===== src/rtl/doodle_pkg.sv =====
// doodle_pkg: shared types, segment table and score limits for the doodle score block
package doodle_pkg;
  typedef enum logic {PLAY, OVER} state_e;
  localparam logic [6:0] SEG_LUT [0:9] = '{7'h3F, 7'h06, 7'h5B, 7'h4F, 7'h66,
                                           7'h6D, 7'h7D, 7'h07, 7'h7F, 7'h6F};
  localparam logic [6:0] SEG_DASH = 7'h40;
  localparam logic [11:0] SCORE_MAX = 12'h999;
  function automatic logic [6:0] seg_of(input logic [3:0] d);
    return d > 4'd9 ? SEG_DASH : SEG_LUT[d];
  endfunction
  function automatic logic bcd_gt(input logic [11:0] a, input logic [11:0] b);
    return a[11:8] != b[11:8] ? a[11:8] > b[11:8] :
           a[7:4] != b[7:4]   ? a[7:4] > b[7:4]   : a[3:0] > b[3:0];
  endfunction
endpackage


===== src/rtl/doodle_score_if.sv =====
// doodle_score_if: game-core inputs and score/display outputs of the doodle score block
interface doodle_score_if #(parameter int MAP_W = 6);
  logic             tick_slow;
  logic [MAP_W-1:0] map_move;
  logic             coll_rst;
  logic [2:0]       sel;
  logic [7:0]       seg;
  logic [11:0]      score;
  logic [11:0]      hi_score;
  logic             game_over;
  modport master (output tick_slow, map_move, coll_rst, sel,
                  input  seg, score, hi_score, game_over);
  modport slave  (input  tick_slow, map_move, coll_rst, sel,
                  output seg, score, hi_score, game_over);
endinterface


===== src/rtl/doodle_score_bcd3_counter.sv =====
// bcd3_counter: 3-digit BCD up-counter with sync clear, saturating at 999
module bcd3_counter
  import doodle_pkg::*;
(
  input  logic        clk,
  input  logic        rst,
  input  logic        clr,
  input  logic        inc,
  output logic [11:0] q
);
  logic [11:0] q_d, q_q;
  logic        en, ones_c, tens_c;
  // clear wins; otherwise ripple the BCD carry ones->tens->hundreds unless saturated
  always_comb begin
    en     = inc && q_q != SCORE_MAX;
    ones_c = q_q[3:0] == 4'd9;
    tens_c = ones_c && q_q[7:4] == 4'd9;
    q_d    = clr ? 12'h000 :
             !en ? q_q :
             {tens_c ? q_q[11:8] + 4'd1 : q_q[11:8],
              tens_c ? 4'd0 : ones_c ? q_q[7:4] + 4'd1 : q_q[7:4],
              ones_c ? 4'd0 : q_q[3:0] + 4'd1};
  end
  // count register
  always_ff @(posedge clk or negedge rst) begin
    if (!rst) q_q <= 12'h000;
    else      q_q <= q_d;
  end
  assign q = q_q;
endmodule


===== src/rtl/doodle_score.sv =====
// doodle_score: climb-row scoring, high score, PLAY/OVER FSM and 7-segment digit drive
module doodle_score
  import doodle_pkg::*;
#(
  parameter int MAP_W     = 6,
  parameter int OVER_HOLD = 32,
  parameter int BLINK_DIV = 3
)(
  input logic            clk,
  input logic            rst,
  doodle_score_if.slave  bus
);
  localparam int HW = $clog2(OVER_HOLD + 1);
  localparam logic [HW-1:0] HOLD_INIT = HW'(OVER_HOLD - 1);

  state_e           state_d, state_q;
  logic [MAP_W-1:0] map_q, delta;
  logic             first_q, climb;
  logic [HW-1:0]    hold_d, hold_q;
  logic [BLINK_DIV:0] blink_d, blink_q;
  logic [11:0]      hi_d, hi_q, score;
  logic             game_over_d, game_over_q;
  logic [7:0]       seg_d, seg_q;
  logic             clr, inc;
  logic [15:0]      src;
  logic [1:0]       idx;
  logic [3:0]       digit;
  logic             blank;

  bcd3_counter u_score (.clk(clk), .rst(rst), .clr(clr), .inc(inc), .q(score));

  // scroll tracking: the first sample after reset only seeds map_q
  always_ff @(posedge clk or negedge rst) begin
    if (!rst) begin
      map_q   <= '0;
      first_q <= 1'b1;
    end else begin
      map_q   <= bus.map_move;
      first_q <= 1'b0;
    end
  end

  // a forward step of exactly one row (modulo the map width) is a climb
  always_comb begin
    delta = bus.map_move - map_q;
    climb = !first_q && delta == MAP_W'(1);
  end

  // game FSM: collision ends the game and banks the best score, hold timer returns to play
  always_comb begin
    state_d     = state_q;
    hold_d      = hold_q;
    hi_d        = hi_q;
    blink_d     = bus.tick_slow ? blink_q + 1'b1 : blink_q;
    clr         = 1'b0;
    inc         = 1'b0;
    game_over_d = state_q == OVER;
    if (state_q == PLAY) begin
      if (bus.coll_rst) begin
        state_d = OVER;
        hold_d  = HOLD_INIT;
        blink_d = '0;
        hi_d    = bcd_gt(score, hi_q) ? score : hi_q;
      end else begin
        inc = climb;
      end
    end else if (bus.coll_rst) begin
      hold_d = HOLD_INIT;
    end else if (bus.tick_slow) begin
      state_d = hold_q == '0 ? PLAY : OVER;
      clr     = hold_q == '0;
      hold_d  = hold_q == '0 ? hold_q : hold_q - 1'b1;
    end
  end

  // scan mux and decoder; score digits blink while the game is over
  always_comb begin
    src   = {4'h0, bus.sel < 3'd3 ? score : hi_q};
    idx   = bus.sel < 3'd3 ? bus.sel[1:0] : 2'(bus.sel - 3'd3);
    digit = src[{idx, 2'b00} +: 4];
    blank = bus.sel > 3'd5 || (bus.sel < 3'd3 && state_q == OVER && blink_q[BLINK_DIV]);
    seg_d = blank ? 8'h00 : {bus.sel == 3'd3, seg_of(digit)};
  end

  // state, timers, high score and registered outputs
  always_ff @(posedge clk or negedge rst) begin
    if (!rst) begin
      state_q     <= PLAY;
      hold_q      <= '0;
      blink_q     <= '0;
      hi_q        <= 12'h000;
      game_over_q <= 1'b0;
      seg_q       <= 8'h00;
    end else begin
      state_q     <= state_d;
      hold_q      <= hold_d;
      blink_q     <= blink_d;
      hi_q        <= hi_d;
      game_over_q <= game_over_d;
      seg_q       <= seg_d;
    end
  end

  assign bus.seg       = seg_q;
  assign bus.score     = score;
  assign bus.hi_score  = hi_q;
  assign bus.game_over = game_over_q;
endmodule


===== src/flat_wrapper.sv =====
// flat-port wrapper written by rule: the top's interface ports become plain ports
module doodle_score_flat import doodle_pkg::*;
#(
  parameter int MAP_W     = 6,
  parameter int OVER_HOLD = 32,
  parameter int BLINK_DIV = 3
)
  (clk, rst, bus_tick_slow, bus_map_move, bus_coll_rst, bus_sel, bus_seg, bus_score, bus_hi_score, bus_game_over);
  doodle_score_if #(.MAP_W(MAP_W)) bus_i ();
  input logic clk;
  input logic rst;
  input wire logic [$bits(bus_i.tick_slow)-1:0] bus_tick_slow;
  input wire logic [$bits(bus_i.map_move)-1:0] bus_map_move;
  input wire logic [$bits(bus_i.coll_rst)-1:0] bus_coll_rst;
  input wire logic [$bits(bus_i.sel)-1:0] bus_sel;
  output wire logic [$bits(bus_i.seg)-1:0] bus_seg;
  output wire logic [$bits(bus_i.score)-1:0] bus_score;
  output wire logic [$bits(bus_i.hi_score)-1:0] bus_hi_score;
  output wire logic [$bits(bus_i.game_over)-1:0] bus_game_over;
  assign bus_i.tick_slow = bus_tick_slow;
  assign bus_i.map_move = bus_map_move;
  assign bus_i.coll_rst = bus_coll_rst;
  assign bus_i.sel = bus_sel;
  assign bus_seg = bus_i.seg;
  assign bus_score = bus_i.score;
  assign bus_hi_score = bus_i.hi_score;
  assign bus_game_over = bus_i.game_over;
  doodle_score #(.MAP_W(MAP_W), .OVER_HOLD(OVER_HOLD), .BLINK_DIV(BLINK_DIV)) u_core (.clk(clk), .rst(rst), .bus(bus_i));
endmodule

===== config.mk =====
export PLATFORM = sky130hd
export DESIGN_NAME = doodle_score_flat
export DESIGN_NICKNAME = d
export VERILOG_FILES = /design/src/rtl/doodle_pkg.sv /design/src/rtl/doodle_score_if.sv /design/src/rtl/doodle_score_bcd3_counter.sv /design/src/rtl/doodle_score.sv /design/src/flat_wrapper.sv
export SDC_FILE = /design/constraint.sdc
export NUM_CORES = 1
export LEC_CHECK = 0
export CELL_PAD_IN_SITES_DETAIL_PLACEMENT = 0
export CELL_PAD_IN_SITES_GLOBAL_PLACEMENT = 1
export CORE_ASPECT_RATIO = 0.5
export CORE_MARGIN = 1
export CORE_UTILIZATION = 42
export CTS_CLUSTER_DIAMETER = 30
export DETAILED_ROUTE_END_ITERATION = 12
export PLACE_DENSITY_LB_ADDON = 0.1
export SYNTH_ARGS = -nofsm -noshare
export SYNTH_HDL_FRONTEND = slang
export SYNTH_SLANG_ARGS = --single-unit

===== constraint.sdc =====
create_clock -name clk -period 3 [get_ports clk]
set_input_delay 0.6 -clock clk [delete_from_list [all_inputs] [get_ports clk]]
set_output_delay 0.6 -clock clk [all_outputs]
set_load 0.01 [all_outputs]

# After elaboration in Yosys (flattened, before gate mapping)
# Memories as Yosys holds them, arrays and structs flattened.
# Cells that the tools add are included.
[classes]
n_div = 0
reduce_logical = 17
n_eq_ne = 8
shifts = 1
magnitude_cmp = 7
muxes = 32
addsub = 7
bitwise_logic = 2
multipliers = 0
[ops]
columns = ["op", "n"]
rows = [
  ["12-bit two-way mux", 3],
  ["6-bit two-way mux", 5],
  ["4-bit two-way mux", 7],
  ["7-bit two-way mux", 3],
  ["4-bit by 1-bit adder with 4-bit output (second input constant)", 4],
  ["16-bit by 5-bit indexed part select with 4-bit output", 1],
  ["4-bit > comparator", 3],
  ["1-bit two-way mux", 12],
  ["12-bit inequality test (second input constant)", 1],
  ["4-bit == test (second input constant)", 2],
  ["8-bit two-way mux", 1],
  ["4-bit inequality test", 2],
  ["2-bit nonzero test", 4],
  ["6-bit by 1-bit == test with 1-bit output (second input constant)", 1],
  ["6-bit logical NOT", 1],
  ["3-bit AND reduction", 2],
  ["6-bit by 1-bit subtractor with 6-bit output (second input constant)", 1],
  ["6-bit subtractor", 1],
  ["5-bit >= comparator (second input constant)", 1],
  ["1-bit logical AND", 5],
  ["4-bit inverter with 5-bit output", 1],
  ["4-bit > comparator (second input constant)", 1],
  ["2-bit AND reduction", 2],
  ["3-bit by 2-bit == test with 1-bit output (second input constant)", 1],
  ["9 further kinds", 9],
]
[totals]
wordCells = 86
mem_count = 1
latch_bits = 0
ff_bits = 51
output_inout_bits = 33
mem_bits_ro = 112
ramBits = 0
[memory_table]
columns = ["name", "words", "word_bits", "rd", "rd_ports_with_merged_regs", "wr", "line_no", "rtl"]
rows = [
  ["(name not given)", 16, 7, 1, 0, 0, "doodle_pkg.sv:9", "return d > 4'd9 ? SEG_DASH : SEG_LUT[d];"],
]

# Depth between registers and ports, before layout
[depth]
word_depth = 9
ltp_mapped = 10
ltp_nobuf = 10

# Modules after synthesis
# Synthesis repeated with hierarchy kept, for this count alone.
[unflattened]
cells_unflattened = 338
hier_area_um2 = 3310.7
[modules_own_cells]
columns = ["module", "n_inst", "seq_area_each_um2", "cells_per_inst", "area_per_inst_um2"]
rows = [
  ["doodle_score", 1, 977.2, 260, 2566.2],
  ["bcd3_counter", 1, 300.3, 78, 744.5],
]

# Least setup slack after synthesis
# Ideal clock, no wire load.
[synth_path]
kind = "input -> register"
start = "input port bus_map_move[0]"
end = "register u_core.u_score.q_q[7] (netlist: u_core.u_score.q[7])"
path_stages = 9
t_arrival_ns = 2.476
slack_ns = 0.446
path_cell_list = "inv_1 > ha_1 > fa_1 > xor2_1 > nand3_1 > a41oi_2 > o211ai_4 > or4_1 > a21oi_1"
[synth_via]
elab_chain_cells = 8
[synth_rtl]
columns = ["item", "line_no", "rtl"]
rows = [
  ["from (decl)", "flat_wrapper.sv:13", "input wire logic [$bits(bus_i.map_move)-1:0] bus_map_move;"],
  ["6-bit subtractor", "doodle_score.sv:45", "delta = bus.map_move - map_q;"],
  ["6-bit by 1-bit == test with 1-bit output", "doodle_score.sv:46", "climb = !first_q && delta == MAP_W'(1);"],
  ["1-bit logical AND", "doodle_score.sv:46", ""],
  ["1-bit two-way mux", "doodle_score.sv:59", "if (bus.coll_rst) begin"],
  ["1-bit two-way mux", "doodle_score.sv:58", "if (state_q == PLAY) begin"],
  ["1-bit logical AND", "doodle_score_bcd3_counter.sv:15", "en = inc && q_q != SCORE_MAX;"],
  ["2-bit nonzero test (no line)", "-", ""],
  ["2-bit AND reduction (no line)", "-", ""],
  ["to (signal assigned)", "doodle_score_bcd3_counter.sv:27", "else q_q <= q_d;"],
  ["to (decl)", "doodle_score_bcd3_counter.sv:11", "logic [11:0] q_d, q_q;"],
]
# No other way between the ends.
# A chain may end at the register's enable or synchronous reset.

# Final worst setup path
[layout_path]
start = "input port bus_map_move[0]"
end = "register u_core.u_score.q_q[3] (netlist: u_core.u_score.q[3])"
[layout_via]
elab_chain_cells = 7
[layout_rtl]
columns = ["item", "line_no"]
rows = [
  ["6-bit subtractor", "doodle_score.sv:45"],
  ["6-bit by 1-bit == test with 1-bit output", "doodle_score.sv:46"],
  ["1-bit logical AND", "doodle_score.sv:46"],
  ["1-bit two-way mux", "doodle_score.sv:59"],
  ["1-bit two-way mux", "doodle_score.sv:58"],
  ["1-bit logical AND", "doodle_score_bcd3_counter.sv:15"],
  ["2-bit nonzero test (no line)", "-"],
]
# No other way between the ends.

==> results_tabular.tex <==
\begin{tabular}{lr}
\hline
Metric & Value \\
\hline
\multicolumn{2}{l}{\textbf{Final layout}} \\
Footprint of the flip-flops and latches & roughly 1300 um\^{}2 \\
Fin cells & just over 500 \\
Diodes inserted & 0 \\
Count of nets after finishing & approximately 450 \\
Share of final-layout standard cells stronger than drive strength 1 & between 10\% and 20\% \\
Commonest non-fill, non-tap cells in the layout & sky130\_fd\_sc\_hd\_\_dfrtp\_1 (50), sky130\_fd\_sc\_hd\_\_clkdlybuf4s50\_1 (44), sky130\_fd\_sc\_hd\_\_inv\_1 (33) \\
Multi-input combinational cell area & $\sim$1800 um\^{}2 \\
Growth of design area from synthesis to finish & 29.49\% \\
Most common cell after layout, fill and taps aside & sky130\_fd\_sc\_hd\_\_dfrtp\_1 \\
FILL cells & $\sim$670 \\
\multicolumn{2}{l}{\textbf{Logic synthesis}} \\
Synthesized netlist net count & 380 \\
Distinct cell type count after synthesis & 57 \\
Proportion of register bits with asynchronous set or reset after synthesis & between 90\% and 100\% \\
Dominant register cell in the synthesized netlist & sky130\_fd\_sc\_hd\_\_dfrtp\_1 \\
Synth Warn \# & 0 \\
Count of flip-flops with a built-in enable after synthesis & 0 \\
Flops \& latches, synth & a little over 50 \\
Synthesized area & 3221 um\^{}2 \\
Synthesized instance count & approximately 330 \\
Syn\_area\_per\_cell & about 9.6 um\^{}2 \\
Sequential fraction of the synthesis area & $\sim$40\% \\
\multicolumn{2}{l}{\textbf{Die}} \\
Die extent in y & approximately 64 um \\
Floorplan Core Area & about 7400 um\^{}2 \\
Count of standard-cell rows & 22 \\
Area enclosed by the die boundary & between 8000 and 9000 um\^{}2 \\
Number of top-level design ports & 46 \\
Initial Util & about 44\% \\
Die width & between 100 and 150 um \\
\multicolumn{2}{l}{\textbf{Power}} \\
Pleak & $\sim$1.9 nW \\
Cell Int Power & 1.405 mW \\
Part of the power in combinational logic & between 10\% and 20\% \\
Worst vdd rail ir drop & slightly above 0.0003 V \\
Switching portion of total power & about a quarter \\
Pwr/cell area & $\sim$460 nW/um\^{}2 \\
Part of the power in the clock network & 39.5\% \\
Sequential power share & 41.2\% \\
Net Sw Power & between 0.4 and 0.5 mW \\
\multicolumn{2}{l}{\textbf{Timing}} \\
Ratio of final minimum period to clock period & a little over nine tenths \\
Min Tclk post-route & approximately 2.8 ns \\
FMAX & about 0.35 GHz \\
Post-Route Skew & $\sim$0.0051 ns \\
Final setup fails & 0 \\
Count of endpoints failing hold in the final timing report & 0 \\
RSZ-0062 raised after global routing & no \\
Final Slew Violations & 0 \\
Normalized max-slew margin & between 60\% and 70\% \\
Hold WS & 0.1351 ns \\
Actual transition at the worst max-transition pin & 0.5767 ns \\
\multicolumn{2}{l}{\textbf{Place}} \\
IO buf count & between 40 and 50 \\
Weighted congestion at the end of routability-driven global placement & roughly 0.85 \\
Cells after DPL & $\sim$490 \\
DP HPWL & about 5900 um \\
\multicolumn{2}{l}{\textbf{Clock tree}} \\
Clock root buffer & sky130\_fd\_sc\_hd\_\_clkbuf\_16 \\
CTS Hold Bufs & 0 \\
Worst-Skew Late Latency & 0.29 ns \\
CTS tree & yes \\
Post-CTS clock slew at the launch and capture registers of the worst setup and hold paths & about 0.070 ns \\
Number of clock sinks & 51 \\
TritonCTS buffer count & 5 \\
Clock Path Buffers & 2 \\
H-Tree Level Count & 2 \\
\multicolumn{2}{l}{\textbf{Routing}} \\
Initial drt markers & 199 \\
Vias & $\sim$2700 \\
Residual antenna-violating net count after detailed routing & 0 \\
First-pass detailed-route iteration total & 4 \\
DR vias/cell & around 5.4 \\
Wirelength per Cell & about 15 um \\
Final routed DRC violation total & 0 \\
Total Routed Length & $\sim$7800 um \\
\multicolumn{2}{l}{\textbf{Critical path}} \\
Cells on worst reg2reg path & 10 \\
Reg-to-reg slack, setup & 0.44 ns \\
Source of the worst register-to-register timing path & u\_core.u\_score.q[1] \\
Capturing instance or port of the critical path & u\_core.u\_score.q[3] \\
Terminus of the critical flop-to-flop path & u\_core.u\_score.q[10] \\
Slowest-stage cell, CP & sky130\_fd\_sc\_hd\_\_or4\_4 \\
CP Capture Type & register \\
Kind of start point of the critical path & input port \\
Critical path data required time & around 3.2 ns \\
Critical path fanouts, max & 5 \\
Origin of the worst setup path & bus\_map\_move[0] \\
Cell chain of the critical path & clkdlybuf4s50\_1 > inv\_1 > ha\_1 > fa\_1 > xor2\_1 > nand3\_1 > a41oi\_2 > o211ai\_4 > or4\_4 > a21oi\_2 \\
CP arrival & 3.06 ns \\
Crit Path Category & in -> reg \\
Biggest cell delay along the critical path & $\sim$0.55 ns \\
\multicolumn{2}{l}{\textbf{GRT}} \\
Number of global-route vias before repair & 2761 \\
Pin count of the biggest net entering global routing & 44 \\
First-pass GRT wire length & 13320 um \\
Initial antenna violation count & 0 \\
Global routing usage summed across all routing layers & a little over a fifth \\
Global route overflow & 0 \\
\multicolumn{2}{l}{\textbf{Flow run}} \\
Count of maximum capacitance violations & 0 \\
\multicolumn{2}{l}{\textbf{Run status}} \\
Status & complete, no violations \\
\multicolumn{2}{l}{\textbf{Hold path}} \\
Path class of the lowest-slack min-delay path & in -> async \\
\hline
\end{tabular}
## state kept, by name, summed over array words and instances, names as in the netlist
| register | cells |
|---|---|
| u_core.hold_q | 6 |
| u_core.bus.seg | 8 |
| u_core.game_over_d | 1 |
| u_core.bus.game_over | 1 |
| u_core.map_q | 6 |
| u_core.u_score.q | 12 |
| u_core.blink_q | 4 |
| u_core.bus.hi_score | 12 |
| u_core.first_q | 1 |
## repair_timing
item	4_1_cts	5_1_grt
gates resized for setup	0	2
setup buffers	0	1
endpoints found under the hold margin	0	0
endpoints found under the setup margin	0	3
## Yosys cell counts, drive strengths merged (6+ instances only)
master  number  area share [%]
nor2        22             2.6
o21ai       11             1.7
o31ai        7             1.6
buf          7             1.4
nor3         9             1.6
o211ai       8             2.3
mux2i        9             2.8
or3          6             1.2
nand3        7             1.1
nand4        9             1.7
mux2         7             2.4
ha          32              12
nand2       18             2.1
a21oi       24             3.7
o21a         6             1.4
dfrtp       50              39
inv         33             3.8
## logic make-up after synthesis
group | after synthesis | synth area share (%)
AOI/OAI and AO/OA | 84 | 18.18
other | 1 | 0.1164
DFF | 51 | 39.67
xor gates and xnor gates | 9 | 2.447
and+or+nand+nor | 98 | 15.85
muxes | 16 | 5.245
buffers and inverters | 42 | 5.439
adders and majority gates | 33 | 13.05
## per-stage QoR
stage	instance area, um^2	power, mW	setup slack, ns	utilization, %	setup TNS (ns)
after floorplan	3221	1.011	0.4462	-	0
after global placement	3963	1.154	-0.08806	53.71	-0.2221
after detailed placement	3963	1.165	-0.1862	53.71	-0.6129
after CTS	4155	1.922	0.1255	56.33	0
after global routing	4170	2.001	0.02046	56.53	0
final	4170	1.898	0.1630	56.53	0
## worst max-delay path: cells and delay by family
kind / cells / cell delay (ns)
fa+ha+maj: 2 / 0.61
compound gates: 3 / 0.54
simple gates: 2 / 0.65
xor+xnor: 1 / 0.15
buf+inv: 2 / 0.51
## how the worst min path moves through the flow
stage	cells past startpoint	end	slack (ns)
after floorplan	0	u_core.blink_q[0]	0.30
after global placement	1	u_core.bus.seg[7]	0.45
after detailed placement	1	u_core.bus.seg[7]	0.46
after CTS	1	u_core.bus.seg[7]	0.14
after global routing	1	u_core.bus.seg[7]	0.14
final	1	u_core.bus.seg[7]	0.14
## area by class of cell
cell class,instances,area share (%)
multi-input cells,241,42.69
flip-flops and latches,51,30.63
repair buffers,74,16.20
clock buffers,5,3.000
inverters,33,2.970
well taps,96,2.880
clock inverters,3,1.620
## metal layers
layer  vias to the layer above  part of all wire [%]  GRT usage [%]
met5                         -                     0              0
met4                         0                  0.63          6.024
met3                         6                   4.3          4.355
met2                        58                    46          34.51
met1                      1308                    49          28.39
li1                       1350                     -              -
## power by group through the flow
stage / Clock, mW / Sequential, mW / Combinational [mW]
2_1_floorplan: 0 / 0.802 / 0.210
3_3_place_gp: 0 / 0.794 / 0.360
3_5_place_dp: 0 / 0.797 / 0.368
4_1_cts: 0.768 / 0.784 / 0.370
5_1_grt: 0.794 / 0.791 / 0.416
6_report: 0.751 / 0.782 / 0.365
No activity file was read; power rests on OpenSTA's default activity.
==> patch: new RTL, same flow settings <==
`MAP_W` is set to 6 in 3 places; all go to 4.
--- a/src/rtl/doodle_score_if.sv
+++ b/src/rtl/doodle_score_if.sv
@@ -1,5 +1,5 @@
 // doodle_score_if: game-core inputs and score/display outputs of the doodle score block
-interface doodle_score_if #(parameter int MAP_W = 6);
+interface doodle_score_if #(parameter int MAP_W = 4);
   logic             tick_slow;
   logic [MAP_W-1:0] map_move;
   logic             coll_rst;
--- a/src/rtl/doodle_score.sv
+++ b/src/rtl/doodle_score.sv
@@ -2,7 +2,7 @@
 module doodle_score
   import doodle_pkg::*;
 #(
-  parameter int MAP_W     = 6,
+  parameter int MAP_W     = 4,
   parameter int OVER_HOLD = 32,
   parameter int BLINK_DIV = 3
 )(
--- a/src/flat_wrapper.sv
+++ b/src/flat_wrapper.sv
@@ -1,7 +1,7 @@
 // flat-port wrapper written by rule: the top's interface ports become plain ports
 module doodle_score_flat import doodle_pkg::*;
 #(
-  parameter int MAP_W     = 6,
+  parameter int MAP_W     = 4,
   parameter int OVER_HOLD = 32,
   parameter int BLINK_DIV = 3
 )
Ports: changed (resized bus_map_move); port bits go from 46 to 44. The function was not compared with the original's and may differ.
==> patch against the original RTL <==
  * Critical path depth increased by 1
  * Worst setup slack worse by 21 ps
  * Design area is 1.8% lower
  * Clock power down 24%
  * Sequential share of layout area down 0.65 points
  * Total power down 8.0%
  * Largest cell class unchanged
  * Fmax shrank 0.73%
  * Wire length is 1.5% lower
  * Synthesized area increased by 0.70%
  * Critical path type unchanged
  * Sequential cell count is 2 lower
  * Global-route usage is 0.64 points lower
==> patch: results (changes against the original RTL) <==
metric,value,unit,change
CP arrival,3020,ps,-40 ps
Placed Instance Area,0.00388,mm^2,-2.0%
skew final,7.31,ps,+2.24 ps
status,"complete, no violations",,
"Seq/Total Area, Yosys",37.8,%,-1.8 points
layout cells sized above 1,14.4,%,+0.42 points
"top cells by area, synth","dfrtp_1 37%, ha_1 12%, inv_1 3.9%, a21oi_1 3.7%, o21ai_0 3.1%",,
Post-synth top cells,"48 x dfrtp_1, 34 x inv_1, 30 x ha_1",,
DRT iter0 DRCs,131,,-34%
Placer Congestion,0.901,,+5.7%
DR vias/cell,5.49,,+1.4%
global-route wire length before repair,12900,um,-3.0%
Detail Placement HPWL,5660,um,-3.5%
IO buf count,43,,-4.4%
Tcrit/Tclk final,95.3,%,+0.70 points
Hold Path Class,in2async,,
vias in the first global route,2664,,-3.5%
Least-Margin Pin Slew,635,ps,+58.0 ps
worst skew pair latency,290,ps,about the same
"Net Count, Synth",378,,-0.53%
drt total wl,7680,um,-1.5%
Leak,1.87,nW,+0.87%
maximum vdd drop,0.357,mV,+16%
CP Max Fanout,4,,-1
pin count of the biggest net entering global routing,38,,-14%
gr usage total,20.4,%,-0.64 points
nets@finish,443,,-2.0%
synth unique cells,64,,+12%
-- patch: cell types whose count changed in the layout (fill, tap and decap cells not counted), sizes merged, moves of 3 or more --
cell    unedited run  this run
a31o               3         0
nor2              22        13
o211ai             8         4
a31oi              0         5
and3               0         6
nand4              9         4
o31ai              7         3
or4                3         8
nor4               3         0
o21ai             11        21
nor2b              2         6
o21a               6         1
buf               30        25
xnor2              5         2
-- patch: timing repair --
action | in CTS | in global routing
buffers inserted | 0 | 2
setup endpoints to repair | 0 | 14
resized for setup | 0 | 9
-- patch: report_power, final --
part,switching (W),internal [W],total [W]
registers,0.0000460,0.000733,0.000779
clock network,0.000259,0.000311,0.000571
logic,0.000208,0.000190,0.000398
-- patch: stage by stage --
| stage | std cells | util, % | total power (W) |
|---|---|---|---|
| 2_1_floorplan | 336 | - | 0.00101 |
| 3_3_place_gp | 487 | 52.4 | 0.00116 |
| 3_5_place_dp | 487 | 52.4 | 0.00118 |
| 4_1_cts | 495 | 54.4 | 0.00175 |
| 5_1_grt | 498 | 55.3 | 0.00185 |
| 6_report | 498 | 55.3 | 0.00175 |
-- patch: layer usage --
layer  track usage, %  vias to the layer above  part of all wire, %
met5                0                        -                    0
met4             4.97                        0                 0.74
met3             4.19                        6                  3.6
met2             33.5                       47                   47
met1             27.8                     1328                   49
li1                 -                     1352                    -
-- patch: layout make-up --
type                       count  share of cell area (%)
tap                           96                    2.93
clock buffer                   6                    3.15
clock inverter                 2                   0.397
inverter                      35                    3.21
timing repair buffer          67                    14.8
sequential                    49                    30.0
multi-input combinational    243                    45.5
-- patch: kinds of logic (layout without fill, tap and decap cells) --
logic type | after synthesis | in the layout | share of synthesized area (%)
AND/OR/NAND/NOR | 102 | 102 | 18.5
AO/OA/AOI/OAI | 86 | 87 | 17.5
flip-flops | 49 | 49 | 37.8
buffers and inverters | 45 | 110 | 6.25
adder cells (fa/ha/maj) | 31 | 31 | 12.2
multiplexers | 16 | 16 | 5.98
XOR/XNOR | 6 | 6 | 1.62
other | 1 | 1 | 0.116
-- patch: path summary, 6_finish.rpt --
kind	startpoint	to	slack [ps]	cells past startpoint
min	rst	u_core.bus.seg[1]	200	1
min in group clk	u_core.hold_q[3]	u_core.hold_q[3]	540	1
min reg2reg	u_core.hold_q[3]	u_core.hold_q[3]	540	1
max	bus_sel[1]	u_core.bus.seg[0]	140	11
max in group asynchronous	rst	u_core.first_q	1980	2
max reg2reg	u_core.u_score.q[3]	u_core.bus.hi_score[8]	630	6
-- patch: worst max-delay path, cell delays in order --
cell and delay (ps):
clkdlybuf4s50_1 480, inv_1 60, ha_1 290, nand2b_4 140, o32ai_1 80, a22o_1 230, or2_2 320, ha_1 210
or2_2 300, o21ai_0 230, a311oi_1 80
